## config.mk

```make
export PLATFORM = sky130hd
export DESIGN_NAME = program_checkpoint_monitor
export DESIGN_NICKNAME = d
export VERILOG_FILES = /design/src/rtl/program_checkpoint_monitor.sv
export SDC_FILE = /design/constraint.sdc
export NUM_CORES = 1
export LEC_CHECK = 0
export CAP_MARGIN = 15
export CORE_MARGIN = 2
export CORE_UTILIZATION = 30
export DETAILED_ROUTE_END_ITERATION = 8
export DONT_BUFFER_PORTS = 1
export SETUP_SLACK_MARGIN = 0.4
export SLEW_MARGIN = 20
export SYNTH_ARGS = -nofsm -noshare
export SYNTH_HDL_FRONTEND = slang
export SYNTH_SLANG_ARGS = --single-unit
```

## constraint.sdc

```tcl
create_clock -name clk -period 4.9 [get_ports clk]
set_input_delay 0.735 -clock clk [delete_from_list [all_inputs] [get_ports clk]]
set_output_delay 0.735 -clock clk [all_outputs]
set_load 0.1 [all_outputs]
```

## src/rtl/program_checkpoint_monitor.sv

```systemverilog
// program_checkpoint_monitor: masked instruction-match channels with register snapshots and halt detection
module program_checkpoint_monitor #(
  parameter int NUM_CHANNELS = 4,
  parameter int DATA_WIDTH = 32,
  parameter int REG_ADDR_WIDTH = 5,
  parameter int COUNT_WIDTH = 16,
  parameter logic [DATA_WIDTH-1:0] HALT_INSTR = 'h13,
  parameter int HALT_REPEAT = 2
) (
  input  logic                                   clk,
  input  logic                                   reset,
  input  logic                                   clear,
  input  logic                                   instr_valid,
  input  logic [DATA_WIDTH-1:0]                  instr_data,
  input  logic                                   rf_we,
  input  logic [REG_ADDR_WIDTH-1:0]              rf_waddr,
  input  logic [DATA_WIDTH-1:0]                  rf_wdata,
  input  logic [NUM_CHANNELS-1:0]                ch_enable,
  input  logic [NUM_CHANNELS*DATA_WIDTH-1:0]     ch_pattern,
  input  logic [NUM_CHANNELS*DATA_WIDTH-1:0]     ch_mask,
  input  logic [NUM_CHANNELS*REG_ADDR_WIDTH-1:0] ch_watch_addr,
  output logic [NUM_CHANNELS-1:0]                hit,
  output logic [NUM_CHANNELS*COUNT_WIDTH-1:0]    hit_count,
  output logic [NUM_CHANNELS*DATA_WIDTH-1:0]     snap_data,
  output logic [NUM_CHANNELS-1:0]                snap_valid,
  output logic                                   halted,
  output logic [31:0]                            fetch_count
);
  localparam int RW = $clog2(HALT_REPEAT + 1);
  typedef enum logic [1:0] {RUN, PENDING, HALTED} state_t;
  state_t state;
  logic [RW-1:0] run_len, nxt_len;
  logic active, is_halt, done;
  assign active = state != HALTED;
  assign is_halt = instr_data == HALT_INSTR;
  assign nxt_len = state == RUN ? RW'(1) : run_len + RW'(1);
  assign done = nxt_len == RW'(HALT_REPEAT);
  // halt detector and fetch counter; HALTED freezes everything until reset/clear
  always_ff @(posedge clk) begin
    if (reset || clear) begin
      state <= RUN;
      run_len <= '0;
      halted <= 1'b0;
      fetch_count <= '0;
    end else if (instr_valid && active) begin
      fetch_count <= &fetch_count ? fetch_count : fetch_count + 32'd1;
      run_len <= is_halt ? nxt_len : '0;
      state <= !is_halt ? RUN : done ? HALTED : PENDING;
      halted <= is_halt && done;
    end
  end
  for (genvar i = 0; i < NUM_CHANNELS; i++) begin : g_ch
    logic [DATA_WIDTH-1:0] pat, msk, shadow, snapv, snap;
    logic [REG_ADDR_WIDTH-1:0] wa;
    logic [COUNT_WIDTH-1:0] cnt;
    logic wr, m, hr, sv;
    assign pat = ch_pattern[i*DATA_WIDTH +: DATA_WIDTH];
    assign msk = ch_mask[i*DATA_WIDTH +: DATA_WIDTH];
    assign wa = ch_watch_addr[i*REG_ADDR_WIDTH +: REG_ADDR_WIDTH];
    assign wr = rf_we && rf_waddr == wa && wa != '0;
    assign snapv = wa == '0 ? '0 : wr ? rf_wdata : shadow;
    assign m = instr_valid && ch_enable[i] && active && ~|((instr_data ^ pat) & msk);
    // shadow copy of the watched register; survives clear
    always_ff @(posedge clk) begin
      if (reset) shadow <= '0;
      else if (wr) shadow <= rf_wdata;
    end
    // per-channel hit pulse, saturating count and snapshot
    always_ff @(posedge clk) begin
      if (reset || clear) begin
        hr <= 1'b0;
        cnt <= '0;
        snap <= '0;
        sv <= 1'b0;
      end else begin
        hr <= m;
        if (m) begin
          cnt <= &cnt ? cnt : cnt + COUNT_WIDTH'(1);
          snap <= snapv;
          sv <= 1'b1;
        end
      end
    end
    assign hit[i] = hr;
    assign snap_valid[i] = sv;
    assign hit_count[i*COUNT_WIDTH +: COUNT_WIDTH] = cnt;
    assign snap_data[i*DATA_WIDTH +: DATA_WIDTH] = snap;
  end
endmodule

```

==> impl_metrics.tcl <==
set metrics [dict create \
    status "finished clean" \
    synth-seq-cells 364 \
    synth_area_um2 17830 \
    grt_pass1_vias 15070 \
    max-vdd-ir-drop_v 0.0002692 \
    layout_common_cells "dfxtp_1 (364), nand2_1 (170), mux2i_1 (168)" \
    start_util_pct 30.26 \
    cts-root-buf "clkbuf_16" \
    wl_per_cell_um 28.22 \
    grt_max_degree 167 \
    ctsResizeCount 0 \
    cp-end-kind "flip-flop" \
    cts_made_buffers 42 \
    rsz0062_at_grt "no" \
    skew_ns 0.03004 \
    clkTransAtPathRegs_ns 0.06 \
    nets 2248 \
    dr_wl_met2_mm 37.32 \
    fmax_ghz 0.2996 \
    die_h_um 247.8 \
    setup_viol 0 \
    syn_inst 1961 \
    drtAntennaViolNets 0 \
    ys_async_sr_fraction_pct 0 \
    synth-edff-count 0 \
    fp-row-count 89 \
    final_hold_viol_count 0 \
    drc 0 \
    crit_arrival_ns 3.77 \
    gp_congestion 0.9119 \
    worstSetupPathType "reg2reg" \
    cts_tree "yes" \
    crit_required_ns 5.33 \
    yosys.area.top_type "dfxtp_1" \
    fill_cells 6028 \
    p_per_area_nw_per_um2 337.1 \
    dieArea_um2 61390 \
    path_buf_inv 1 \
    gr-total-overflow 0 \
    wl_met3_mm 7.440 \
    fin_cells 2695 \
    routed_wl_mm 76.04 \
    synth_area_leaders "dfxtp_1 (41%), mux2i_1 (9.4%), xor2_1 (8.1%)" \
    synth.avg_cell_area_um2 9.090 \
    yosys.area.top_type_share_pct 40.88 \
    met1_length_mm 27.46 \
    cp_slowest_stage_delay_ns 0.76 \
    antenna_found_initial 4 \
    highest_layer "met4" \
    clock_path_buffers 3 \
    clock_sinks 364 \
    die_w_um 247.8 \
    critPathMaxFanout 32 \
    track_usage_pct 23.47 \
    via_count 15690 \
    period_minus_slack_ns 3.338 \
    ys.warnings.count 0 \
    netlist-cell-type-count 53 \
    timing.max_cap.violations 0 \
    synth-main-ff-cell "dfxtp_1" \
    ys_seq_area_share_pct 40.88 \
    cp-start-kind "flip-flop" \
    cp_slowest_cell "nand2_2" \
    clkLatencyLatePin_ns 0.57 \
    core_um2 58910 \
    cts.hold.buffers_added 0 \
    grt_pass1_wl_mm 106.1 \
    p_leak_nw 6.725 \
    synth_nets 2320 \
    area_growth_pct 12.01 \
    firstDrtPassIters 6 \
    fin_crit_sh_pct 68.13 \
    drv_slew 0 \
    max_slew.worst_pin.slew_ns 1.197 \
    crit_chain "buf_4 -> nand2b_1 -> and3_1 -> nand4_1 -> nor2_1 -> nand2_2 -> a31o_2" \
    hpwlAfterDp_mm 57.78 \
    finalSetupTns_ns 0 \
    drive_above_1_share_pct 9.432 \
    htreeDepth 2 \
    slew_headroom_pct 20.08 \
    io_buffer_count 0 \
    place_inst 2618 \
    hold_path_class "in2reg" \
    drt_iter0_drc 987 \
    viasPerCell 5.823 \
    final_common_cell "dfxtp_1" \
    critPathTopFamily "simple AND/OR/NAND/NOR gates" \
    post_cts_buffers 0 \
    pin_count 587 \
]
-- stage by stage --
step	hold slack, ns	setup WS (ns)	instance area (um2)	util [%]	power (mW)
after CTS	0.2061	1.581	19960	33.88	6.811
after global placement	0.4673	1.407	18470	31.35	3.455
after global routing	0.2232	1.405	19970	33.89	6.967
after detailed placement	0.4769	1.439	18470	31.36	3.455
after floorplan	0.4259	2.141	17830	-	3.389
final	0.2603	1.562	19970	33.89	6.730
-- final cells by class --
cell class,count,area (um2),area share (%)
antenna,3,7.507,0.03760
clock buffer,59,1236,6.191
timing repair buffer,59,455.4,2.281
inverter,8,30.03,0.1504
clock inverter,15,251.5,1.260
tap,773,967.2,4.844
multi-input combinational,1414,9732,48.74
sequential,364,7287,36.50
-- layer usage --
metal	vias to the layer above	global-route usage (%)
met3	173	8.250
li1	7046	-
met4	0	10.97
met5	-	0
met1	7722	25.49
met2	752	40.77
-- worst register-to-register path, delay by kind of cell, from the launching register on --
kind / cells / cell delay, ns
and+or+nand+nor: 5 / 2.17
AOI/OAI and AO/OA: 1 / 0.51
DFF: 1 / 0.30
buffers and inverters: 1 / 0.23
-- synthesized netlist by cell type, drive strengths merged (8+ instances only) --
library cell	instances
a31o	117
buf	75
or3	39
nor4b	9
dfxtp	364
xnor2	13
o21ai	11
and3	25
nand4	69
nor2b	13
or4	27
nand2	172
nor3	17
and2	12
and4	18
nor4	153
mux2i	168
a21oi	31
xor2	165
nor2	164
a22oi	69
inv	8
nand3	54
or2	8
o31ai	19
clkbuf	100
mux2	13
-- registers in the layout (all words and copies together), names as in the netlist --
name,count
state,1
g_ch.snap,128
g_ch.shadow,128
halted,1
g_ch.sv,4
run_len,2
g_ch.cnt,64
g_ch.hr,4
fetch_count,32
-- final timing paths --
| path | from | end | slack (ns) | cells past startpoint |
|---|---|---|---|---|
| hold reg to reg | g_ch[2].shadow[0] | g_ch[2].shadow[0] | 0.48 | 2 |
| setup reg to reg | halted | g_ch[1].snap[1] | 1.56 | 7 |
| hold / removal | reset | g_ch[0].shadow[27] | 0.26 | 1 |
| setup / recovery | halted | g_ch[1].snap[1] | 1.56 | 7 |
-- kinds of logic after synthesis --
kind of cell,after synthesis,synth area share (%)
AOI/OAI and AO/OA,260,11.37
xor gates and xnor gates,178,8.746
adders and majority gates,5,0.3510
buffers and inverters,183,4.991
DFF,364,40.88
muxes,181,10.25
and+or+nand+nor,790,23.41
-- power by group --
part	switching (mW)	internal [mW]	leakage, nW	total [mW]
sequential	0.00288	2.97	2.93	2.97
combinational	0.267	0.154	3.06	0.421
clock	1.30	2.04	0.733	3.33
total	1.57	5.16	6.73	6.73
Note: power is estimated with default switching activity, not from simulation.
